[src/rtl/ysyx_22050019_mem_arb.sv]
// ysyx_22050019_mem_arb
// Shares the single memory port between instruction fetch (IF) and the
// load/store unit (LS). One transaction is in flight at a time:
//   IDLE  - pick a winner (LS over IF), handshake, latch payload and owner
//   ISSUE - present the latched request until mem_req_ready
//   WAIT  - on mem_rsp_valid, register data and pulse the owner's rsp_valid
//
// Ports
//   clk, rst_n             clock; synchronous reset, active-HIGH despite the name
//   if_req_*               IF read request (valid/ready/addr)
//   if_rsp_*               IF one-cycle response pulse and read data
//   ls_req_*               LS request (valid/ready/addr/wen/wdata/wmask)
//   ls_rsp_*               LS one-cycle response pulse; data is 0 for writes
//   mem_req_*              latched request towards memory
//   mem_rsp_*              memory response (read data or write ack)
//   busy                   arbiter is not in IDLE
//
// Optional feature: define MEM_ARB_STARVE_GUARD_EN to stop IF from starving.
// After STARVE_MAX consecutive accepts in which both requested and LS won,
// IF wins the next accept. Without the macro, LS priority is strict.
module ysyx_22050019_mem_arb #(
    parameter int ADDR_W     = 64,
    parameter int DATA_W     = 64,
    parameter int STARVE_MAX = 8
) (
    input  logic                  clk,
    input  logic                  rst_n,
    input  logic                  if_req_valid,
    input  logic [ADDR_W-1:0]     if_req_addr,
    output logic                  if_req_ready,
    output logic                  if_rsp_valid,
    output logic [DATA_W-1:0]     if_rsp_data,
    input  logic                  ls_req_valid,
    input  logic [ADDR_W-1:0]     ls_req_addr,
    input  logic                  ls_req_wen,
    input  logic [DATA_W-1:0]     ls_req_wdata,
    input  logic [DATA_W/8-1:0]   ls_req_wmask,
    output logic                  ls_req_ready,
    output logic                  ls_rsp_valid,
    output logic [DATA_W-1:0]     ls_rsp_data,
    output logic                  mem_req_valid,
    output logic [ADDR_W-1:0]     mem_req_addr,
    output logic                  mem_req_wen,
    output logic [DATA_W-1:0]     mem_req_wdata,
    output logic [DATA_W/8-1:0]   mem_req_wmask,
    input  logic                  mem_req_ready,
    input  logic                  mem_rsp_valid,
    input  logic [DATA_W-1:0]     mem_rsp_data,
    output logic                  busy
);

    typedef enum logic [1:0] {
        S_IDLE  = 2'd0,
        S_ISSUE = 2'd1,
        S_WAIT  = 2'd2
    } state_t;

    // The port keeps its historical name, but a high level means reset.
    logic rst;
    assign rst = rst_n;

    state_t                state_q, state_d;
    logic                  owner_ls_q;
    logic [ADDR_W-1:0]     addr_q;
    logic                  wen_q;
    logic [DATA_W-1:0]     wdata_q;
    logic [DATA_W/8-1:0]   wmask_q;
    logic                  if_rsp_valid_q, ls_rsp_valid_q;
    logic [DATA_W-1:0]     if_rsp_data_q, ls_rsp_data_q;

    logic grant_ls, grant_if;
    logic force_if;

`ifdef MEM_ARB_STARVE_GUARD_EN
    localparam int CNT_W = $clog2(STARVE_MAX + 1);
    logic [CNT_W-1:0] starve_q, starve_d;

    assign force_if = (starve_q == CNT_W'(STARVE_MAX));

    // Counts LS wins over a waiting IF; saturates at STARVE_MAX.
    always_comb begin
        starve_d = starve_q;
        if (grant_if) begin
            starve_d = '0;
        end else if (grant_ls && if_req_valid && (starve_q != CNT_W'(STARVE_MAX))) begin
            starve_d = starve_q + 1'b1;
        end
    end

    always_ff @(posedge clk) begin
        if (rst) begin
            starve_q <= '0;
        end else begin
            starve_q <= starve_d;
        end
    end
`else
    // Strict LS priority: IF is never forced ahead.
    assign force_if = (STARVE_MAX < 0);
`endif

    always_comb begin
        state_d  = state_q;
        grant_ls = 1'b0;
        grant_if = 1'b0;
        case (state_q)
            S_IDLE: begin
                // No grant while reset is held: the handshake would be lost.
                if (!rst) begin
                    if (ls_req_valid && !(force_if && if_req_valid)) begin
                        grant_ls = 1'b1;
                    end else if (if_req_valid) begin
                        grant_if = 1'b1;
                    end
                end
                if (grant_ls || grant_if) begin
                    state_d = S_ISSUE;
                end
            end
            S_ISSUE: begin
                if (mem_req_ready) begin
                    state_d = S_WAIT;
                end
            end
            S_WAIT: begin
                if (mem_rsp_valid) begin
                    state_d = S_IDLE;
                end
            end
            default: state_d = S_IDLE;
        endcase
    end

    always_ff @(posedge clk) begin
        if (rst) begin
            state_q        <= S_IDLE;
            owner_ls_q     <= 1'b0;
            addr_q         <= '0;
            wen_q          <= 1'b0;
            wdata_q        <= '0;
            wmask_q        <= '0;
            if_rsp_valid_q <= 1'b0;
            ls_rsp_valid_q <= 1'b0;
            if_rsp_data_q  <= '0;
            ls_rsp_data_q  <= '0;
        end else begin
            state_q        <= state_d;
            if_rsp_valid_q <= 1'b0;
            ls_rsp_valid_q <= 1'b0;
            if (grant_ls) begin
                owner_ls_q <= 1'b1;
                addr_q     <= ls_req_addr;
                wen_q      <= ls_req_wen;
                wdata_q    <= ls_req_wdata;
                wmask_q    <= ls_req_wmask;
            end else if (grant_if) begin
                // IF is read-only; keep write fields clean on the bus.
                owner_ls_q <= 1'b0;
                addr_q     <= if_req_addr;
                wen_q      <= 1'b0;
                wdata_q    <= '0;
                wmask_q    <= '0;
            end
            if ((state_q == S_WAIT) && mem_rsp_valid) begin
                if (owner_ls_q) begin
                    ls_rsp_valid_q <= 1'b1;
                    ls_rsp_data_q  <= wen_q ? '0 : mem_rsp_data;
                end else begin
                    if_rsp_valid_q <= 1'b1;
                    if_rsp_data_q  <= mem_rsp_data;
                end
            end
        end
    end

    assign if_req_ready  = grant_if;
    assign ls_req_ready  = grant_ls;
    assign mem_req_valid = (state_q == S_ISSUE);
    assign mem_req_addr  = addr_q;
    assign mem_req_wen   = wen_q;
    assign mem_req_wdata = wdata_q;
    assign mem_req_wmask = wmask_q;
    assign if_rsp_valid  = if_rsp_valid_q;
    assign if_rsp_data   = if_rsp_data_q;
    assign ls_rsp_valid  = ls_rsp_valid_q;
    assign ls_rsp_data   = ls_rsp_data_q;
    assign busy          = (state_q != S_IDLE);

endmodule

[config.mk]
export PLATFORM = sky130hd
export DESIGN_NAME = ysyx_22050019_mem_arb
export DESIGN_NICKNAME = d
export VERILOG_FILES = /design/src/rtl/ysyx_22050019_mem_arb.sv
export SDC_FILE = /design/constraint.sdc
export NUM_CORES = 1
export LEC_CHECK = 0
export BUFFER_PORTS_ARGS = -buffer_cell sky130_fd_sc_hd__buf_2
export CORE_AREA = 2 2 212 214
export DETAILED_ROUTE_END_ITERATION = 10
export DIE_AREA = 0 0 214 216
export PLACE_DENSITY = 0.48
export SLEW_MARGIN = 25
export SYNTH_ARGS = -nofsm -noshare
export SYNTH_HDL_FRONTEND = slang
export SYNTH_SLANG_ARGS = --single-unit
[constraint.sdc]
create_clock -name clk -period 2.65 [get_ports clk]
set_clock_uncertainty 0.15 [all_clocks]
set_input_delay 0.265 -clock clk [delete_from_list [all_inputs] [get_ports clk]]
set_output_delay 0.265 -clock clk [all_outputs]
set_load 0.02 [all_outputs]
Word level (Yosys, flattened, before mapping)
Index checks and enable logic that the tools add are counted. Widths: inputs -> output; s select.

Bits in registers: 270. Bits of input ports: 271. Logic and storage cells: 51.

Equality and inequality tests: 5. Multiplexer cells: 25. Bitwise logic cells: 2. Reductions and logical operators: 9.

Operators with widths (number): $mux 64 (5); $mux 8 (2); $mux 1 (14); $mux 2 (3); $pmux 2 s3 (1); $ne 2x2->1 const B (2); $reduce_and 2->1 (2); $reduce_bool 2->1 (2); $reduce_and 3->1 (1); $eq 2x1->1 const B (1); $eq 2x2->1 const B (1); $logic_not 2->1 (1); $ne 2x1->1 const B (1); $not 1->1 (2); $reduce_or 2->1 (1); $logic_and 1x1->1 (1); $logic_or 1x1->1 (1).

Depth between registers and ports, before layout
Gate-level depths: netlist of run 1.

Depth after elaboration: 7. Depth in mapped cells: 7.

Least setup slack after synthesis of run 1
No wires, ideal clock.

Path type: reg-to-output. From: reg state_q[1]. To: out if_req_ready. Data arrival time: 1.451 ns. Data required time: 2.235 ns. Slack: 0.784 ns. Stages on the path, launching flop included: 6. Path buffers: 3. Path through: dfxtp_1 -> or3_1 -> clkbuf_1 -> buf_2 -> clkbuf_1 -> nor2_1.

Longest elaborated chain between the ends: 2.

RTL lines: from (decl) (line 62) `state_t state_q, state_d;`; from (signal assigned) (line 147) `state_q <= state_d;`; $logic_not 2->1 (line 106) `case (state_q)`; $mux 1 (line 106); to (decl) (line 30) `output logic if_req_ready,`.

Every way passes these cells.

Worst setup path in the final report of run 1
From: in rst_n. To: reg addr_q[42], in the netlist mem_req_addr[42].

Longest elaborated chain between the ends: 4.

RTL lines: from (decl) (line 27) `input logic rst_n,`; $mux 1 (line 109) `if (!rst) begin`; $mux 1 (2 in a row) (line 106); $mux 64 / $reduce_bool 2->1 (equally long branches); to (signal assigned) (line 152) `addr_q <= ls_req_addr;`; to (signal assigned) (line 159) `addr_q <= if_req_addr;`; to (decl) (line 64) `logic [ADDR_W-1:0] addr_q;`.

Several ways; a longest one is shown, not always the timed one. The select of a mux whose other input is x is not followed. A chain may end at the register's enable or synchronous reset.

==> results of run 1 <==
[registers in the layout, indices dropped and copies added (netlist names), 2 cells and up]
| register | flops |
|---|---|
| if_rsp_data | 64 |
| ls_rsp_data | 64 |
| mem_req_addr | 64 |
| mem_req_wdata | 64 |
| mem_req_wmask | 8 |
| state_q | 2 |
[area by class of cell]
class	count	area (sq um)	area share
flip-flops and latches	270	5410	0.315
clock buffers	44	865	0.0504
inverters	1	8.76	0.000511
diodes	2	5.00	0.000292
multi-input cells	838	4330	0.252
repair buffers	834	5700	0.332
clock inverters	11	97.6	0.00569
well taps	592	741	0.0432
[synth_stat cells, drive strengths merged (2+ instances only)]
library cell	n	area (sq um)
a21oi	255	1280
a311oi	18	158
a32oi	46	403
buf	34	171
clkbuf	92	345
dfxtp	270	5410
nand2	279	1050
nand2b	2	12.5
nand3	11	55.1
nand3b	64	480
nor2	19	71.3
nor2b	2	12.5
o21ai	131	656
or2	2	12.5
[kinds of logic (layout without fill, tap and decap cells)]
logic type | count (synthesis) | after routing | share of synthesized area
AO/OA/AOI/OAI | 451 | 451 | 0.245
other | 0 | 2 | 0
AND/OR/NAND/NOR | 387 | 387 | 0.174
flip-flops | 270 | 270 | 0.530
buffers and inverters | 127 | 890 | 0.0513
[repair_timing]
action                                 CTS  global route
resized for setup                        0             3
endpoints found under the hold margin  268             0
setup buffers                            0             0
hold buffers                           270             0
setup endpoints to repair                0             9
[critical path: cells and delay by family]
kind | cells | cell delay (ns)
simple gates | 1 | 0.54
buf+inv | 5 | 1.81
compound gates | 2 | 0.23
[power by group through the flow]
| stage | Sequential (mW) | Clock [mW] | Combinational [mW] |
|---|---|---|---|
| 3_3_place_gp | 4.36 | 0 | 1.15 |
| 5_1_grt | 4.29 | 4.41 | 1.61 |
| 6_report | 4.28 | 4.10 | 1.50 |
| 4_1_cts | 4.28 | 4.24 | 1.49 |
| 3_5_place_dp | 4.37 | 0 | 1.16 |
| 2_1_floorplan | 4.52 | 0 | 0.435 |
[how the worst max path moves through the flow]
stage | startpoint | endpoint | slack (ns) | depth (start not counted)
2_1_floorplan | state_q[1]$_SDFFE_PP0P_ | if_req_ready | 0.78 | 5
3_3_place_gp | rst_n | if_rsp_valid$_SDFF_PP0_ | 0.53 | 4
3_5_place_dp | rst_n | ls_rsp_data[19]$_SDFFE_PP0P_ | 0.51 | 4
4_1_cts | rst_n | mem_req_addr[42]$_SDFFE_PP0P_ | 0.07 | 8
5_1_grt | rst_n | mem_req_addr[42]$_SDFFE_PP0P_ | -0.03 | 8
6_report | rst_n | mem_req_addr[42]$_SDFFE_PP0P_ | 0.11 | 8
[layer usage]
metal / share of wire / track usage / vias up
met2: 0.49 / 0.325 / 471
li1: - / - / 5777
met4: 0.038 / 0.0723 / 2
met3: 0.069 / 0.0436 / 109
met5: 0.00029 / 0 / -
met1: 0.40 / 0.210 / 5674
[through the flow]
stage	hold WS, ns	worst slack [ns]
2_1_floorplan	0.233	0.784
3_3_place_gp	0.286	0.531
3_5_place_dp	0.290	0.513
4_1_cts	0.00280	0.0670
5_1_grt	0.0804	-0.0306
6_report	0.0152	0.106
==> results.json, run 1 <==
{
  "period_needed_ns": 2.54,
  "r2r_setup_slack_ns": 0.13,
  "p_per_area_nw_per_um2": 576,
  "post-route-period-util": 0.960,
  "avgSynthCellArea_sq_um": 8.26,
  "port_buffers": 541,
  "synthFlopType": "dfxtp_1",
  "holdPathStages": 4,
  "vias_per_cell": 4.64,
  "synth_nets": 1506,
  "slew-limit-headroom": 0.484,
  "vias": 12000,
  "critPathCaptureType": "register",
  "start_kind": "primary input",
  "design.core.area_sq_um": 43800,
  "max_freq_mhz": 393,
  "min_from": "if_req_valid",
  "critPathMaxStageDelay_ns": 0.60,
  "io_pins": 542,
  "drive_above_1_share": 0.310,
  "seq_area_frac_synth": 0.530,
  "crit_top_cell": "dlygate4sd3_1",
  "dr.pass1.iters": 5,
  "reg2reg_to": "mem_req_addr[48]$_SDFFE_PP0P_",
  "layout_common_cells": "buf_2, nand2_1, dlygate4sd3_1, dfxtp_1, a21oi_1",
  "switching_share": 0.266,
  "clockBufferDepth": 3,
  "setup_violations": 0,
  "clock_latency_ns": 0.58,
  "antenna_found_initial": 4,
  "synth_edf_count": 0,
  "die_x_um": 214,
  "max_cap_viol_count": 0,
  "p_clk_frac": 0.415,
  "start_util": 0.233,
  "route.detailed.drc": 0,
  "grt_max_degree": 152,
  "synth_async_sr_flop_share": 0,
  "grt-ovfl-total": 0,
  "fin_cells": 2592,
  "avgRoutedWirePerCell_um": 17.2,
  "drtIter0Drc": 737,
  "crit_type": "primary input to register",
  "hpwl_um": 29200,
  "grt_pass1_vias": 12200,
  "synth_area_sq_um": 10200,
  "ant_nets": 0,
  "place.gp.congestion": 0.870,
  "areaGrowthSynthToFinish_pct": 68.0,
  "syn_inst": 1235,
  "grt_setup_unrepaired": "true",
  "reg2reg_from": "state_q[1]$_SDFFE_PP0P_",
  "power.share.sequential": 0.433,
  "fillCellCount": 4494,
  "synth_seq_cells": 270,
  "critical-path-slowest-cell": "dlygate4sd3_1",
  "cts.clk_slew.worst_paths_ns": 0.06,
  "worstRegToRegCells": 6,
  "grt_pass1_wl_um": 68500,
  "crit_chain": "dlygate4sd3_1 > clkbuf_8 > or4b_1 > clkinv_4 > buf_12 > a32oi_1 > dlygate4sd3_1 > a21oi_1",
  "power.total_mw": 9.88,
  "hold_path_end": "mem_req_wmask[2]$_SDFFE_PP0P_",
  "worst_slew_pin_slew_ns": 0.773,
  "p_int_mw": 7.25,
  "worstPathMaxFanout": 46,
  "track_usage": 0.182,
  "place_area_sq_um": 13500,
  "routed_wl_um": 44500,
  "root_buffer": "clkbuf_16",
  "htreeDepth": 1,
  "nets": 2247,
  "maxSlewViolCount": 0,
  "cts.sinks": 270,
  "cp_data_required_time_ns": 3.00,
  "setup_tns_ns": 0,
  "final_util": 0.391,
  "cp.arrival_ns": 2.89,
  "die_y_um": 216,
  "core.rowCount": 77,
  "final_common_cell": "buf_2",
  "outcome": "finished, final reports clean",
  "cts_buffers": 31,
  "ir_drop_v": 0.000444,
  "pwr-share-comb": 0.151,
  "ys_types": 28,
  "synth_warnings": 0,
  "cellLeakagePower_nw": 7.20,
  "die_area_sq_um": 46200,
  "final_area_sq_um": 17100,
  "p_switching_mw": 2.63,
  "dp.cells": 2265,
  "finalHoldViolCount": 0,
  "hp-class": "primary input to register",
  "cts_tree": "done"
}
(Power assumes the default switching activity.)
==> inputs of run 2 (changes only) <==
ABC_AREA = 1   (was not set)
CORE_AREA = 2 2 213 215   (was 2 2 212 214)
DIE_AREA = 0 0 215 217   (was 0 0 214 216)
PLACE_DENSITY = 0.5   (was 0.48)
==> run 2 against run 1 <==
Effect of this change:
- maximum frequency is 3.6% higher
- via count grew 9.0%
- final cell count rose by 14%
- global-route usage down 0.17 points
- flip-flop and latch count stayed put
- synthesized cell count rose by 29%
- synthesized area grew 9.9%
- power is 3.7% higher
- critical path type is now primary input to output pin
- largest cell class unchanged
==> results.json, run 2 <==
{
  "critPathMaxStageDelay_ns": 0.55,
  "ant_nets": 0,
  "p_switching_mw": 2.72,
  "final_util": 0.404,
  "max_freq_mhz": 407,
  "p_clk_frac": 0.415,
  "grt_pass1_wl_um": 69100,
  "design.core.area_sq_um": 44700,
  "maxSlewViolCount": 0,
  "track_usage": 0.181,
  "r2r_setup_slack_ns": 0.35,
  "die_x_um": 215,
  "synth_seq_cells": 270,
  "outcome": "finished, final reports clean",
  "cts.sinks": 270,
  "cts_buffers": 31,
  "power.share.sequential": 0.420,
  "hp-class": "primary input to register",
  "p_int_mw": 7.52,
  "worstPathMaxFanout": 45,
  "grt_max_degree": 120,
  "layout_common_cells": "buf_2, nor2_1, dfxtp_1",
  "die_y_um": 217,
  "synth_top_cell_by_area": "dfxtp_1",
  "hpwl_um": 29700,
  "drtIter0Drc": 807,
  "routed_wl_um": 44700,
  "max_cap_viol_count": 0,
  "synth_area_sq_um": 11200,
  "vias_per_cell": 4.44,
  "clock_latency_ns": 0.56,
  "yosysTopAreaCellShare": 0.482,
  "synth_nets": 1861,
  "place_area_sq_um": 14400,
  "ys_types": 21,
  "ys_top_cells_by_area": "dfxtp_1, nor2_1, a21oi_1, nand3_1, nand2_1",
  "route.detailed.drc": 0,
  "switching_share": 0.266,
  "htreeDepth": 1,
  "clockBufferDepth": 3,
  "netlist_top_cells_count": "nor2_1, dfxtp_1, nand2_1",
  "grt_pass1_vias": 13000,
  "start_util": 0.251,
  "cts_tree": "done",
  "io_pins": 542,
  "critical-path-slowest-cell": "dlygate4sd3_1",
  "synth_async_sr_flop_share": 0,
  "critPathCaptureType": "output pin",
  "cp.arrival_ns": 2.04,
  "antenna_found_initial": 3,
  "crit_type": "primary input to output pin",
  "areaGrowthSynthToFinish_pct": 61.2,
  "final_common_cell": "buf_2",
  "place.gp.congestion": 0.850,
  "worst_slew_pin_slew_ns": 0.726,
  "synth_edf_count": 0,
  "drive_above_1_share": 0.267,
  "synthFlopType": "dfxtp_1",
  "setup_violations": 0,
  "port_buffers": 541,
  "die_area_sq_um": 46700,
  "grt_setup_unrepaired": "false",
  "finalHoldViolCount": 0,
  "dr.pass1.iters": 4,
  "seq_area_frac_synth": 0.482,
  "setup_tns_ns": 0,
  "ir_drop_v": 0.000447,
  "grt-ovfl-total": 0,
  "cts.clk_slew.worst_paths_ns": 0.06,
  "period_needed_ns": 2.46,
  "nets": 2605,
  "cp_data_required_time_ns": 2.24,
  "post-route-period-util": 0.927,
  "cellLeakagePower_nw": 8.55,
  "vias": 13100,
  "crit_chain": "dlygate4sd3_1 > buf_6 > nor2_4 > buf_4 > nand2_1 > nor2_1 > buf_2",
  "avgSynthCellArea_sq_um": 7.05,
  "core.rowCount": 78,
  "avgRoutedWirePerCell_um": 15.1,
  "pwr-share-comb": 0.165,
  "final_area_sq_um": 18100,
  "slew-limit-headroom": 0.516,
  "root_buffer": "clkbuf_16",
  "start_kind": "primary input",
  "synth_warnings": 0,
  "syn_inst": 1590,
  "p_per_area_nw_per_um2": 567,
  "synth.most_common_cell": "nor2_1"
}
==> run 2: cell count changes after synthesis, sizes merged, moves of 50 or more <==
| cell | delta |
|---|---|
| nor3 | +63 |
| nand3 | +160 |
| a21oi | -71 |
| nand3b | -64 |
| nand2 | -75 |
| nor2 | +285 |
| clkbuf | -50 |
| inv | +185 |
==> run 2: what timing repair did <==
item | in CTS | in global routing
resized for setup | 0 | 1
buffers inserted | 0 | 0
endpoints found under the hold margin | 268 | 0
hold buffers | 268 | 0
setup endpoints to repair | 0 | 20
==> run 2: worst max-delay path: cells and delay by family <==
kind | cells | cell delay (ns)
buf+inv | 4 | 1.33
simple gates | 3 | 0.43
==> run 2: cell type report <==
cell class	instances	area [sq um]
Clock inverter	5	100
Inverter	186	698
Antenna cell	3	7.51
Timing Repair Buffer	833	5690
Fill cell	4722	26600
Multi-Input combinational cell	1012	4540
Tap cell	600	751
Clock buffer	46	882
Sequential cell	270	5410
==> run 2: power by group through the flow <==
stage | combinational, mW | sequential, mW | clock [mW]
2_1_floorplan | 0.556 | 4.58 | 0
3_3_place_gp | 1.33 | 4.39 | 0
3_5_place_dp | 1.34 | 4.39 | 0
4_1_cts | 1.68 | 4.30 | 4.40
5_1_grt | 1.83 | 4.32 | 4.56
6_report | 1.69 | 4.31 | 4.25
==> run 2: logic make-up after synthesis <==
family | count (synthesis) | share of synthesized area
buffers and inverters | 308 | 0.118
AO/OA/AOI/OAI | 269 | 0.121
flip-flops | 270 | 0.482
AND/OR/NAND/NOR | 743 | 0.279
==> run 2: worst paths after layout <==
kind / from / endpoint / depth (start not counted)
setup reg to reg: state_q[1]$_SDFFE_PP0P_ / mem_req_addr[13]$_SDFFE_PP0P_ / 9
setup / recovery: rst_n / if_req_ready / 7
hold reg to reg: mem_req_wdata[16]$_SDFFE_PP0P_ / mem_req_wdata[16]$_SDFFE_PP0P_ / 2
hold / removal: mem_rsp_valid / ls_rsp_valid$_SDFF_PP0_ / 3
==> run 2: per-stage QoR <==
stage	hold slack (ns)	total power, mW	cells	setup WS, ns
after global routing	0.0839	10.7	2955	0.0622
after floorplan	0.262	5.14	1590	1.21
after detailed placement	0.316	5.73	2633	0.534
after CTS	0.0575	10.4	2952	0.0890
after global placement	0.310	5.72	2633	0.600
final	0.0614	10.2	2955	0.193
==> run 2: metal layers <==
layer	share of wire	track usage	up-vias
met1	0.41	0.212	6047
met3	0.061	0.0340	121
met4	0.048	0.0894	0
met5	0	0	-
met2	0.48	0.317	437
li1	-	-	6510
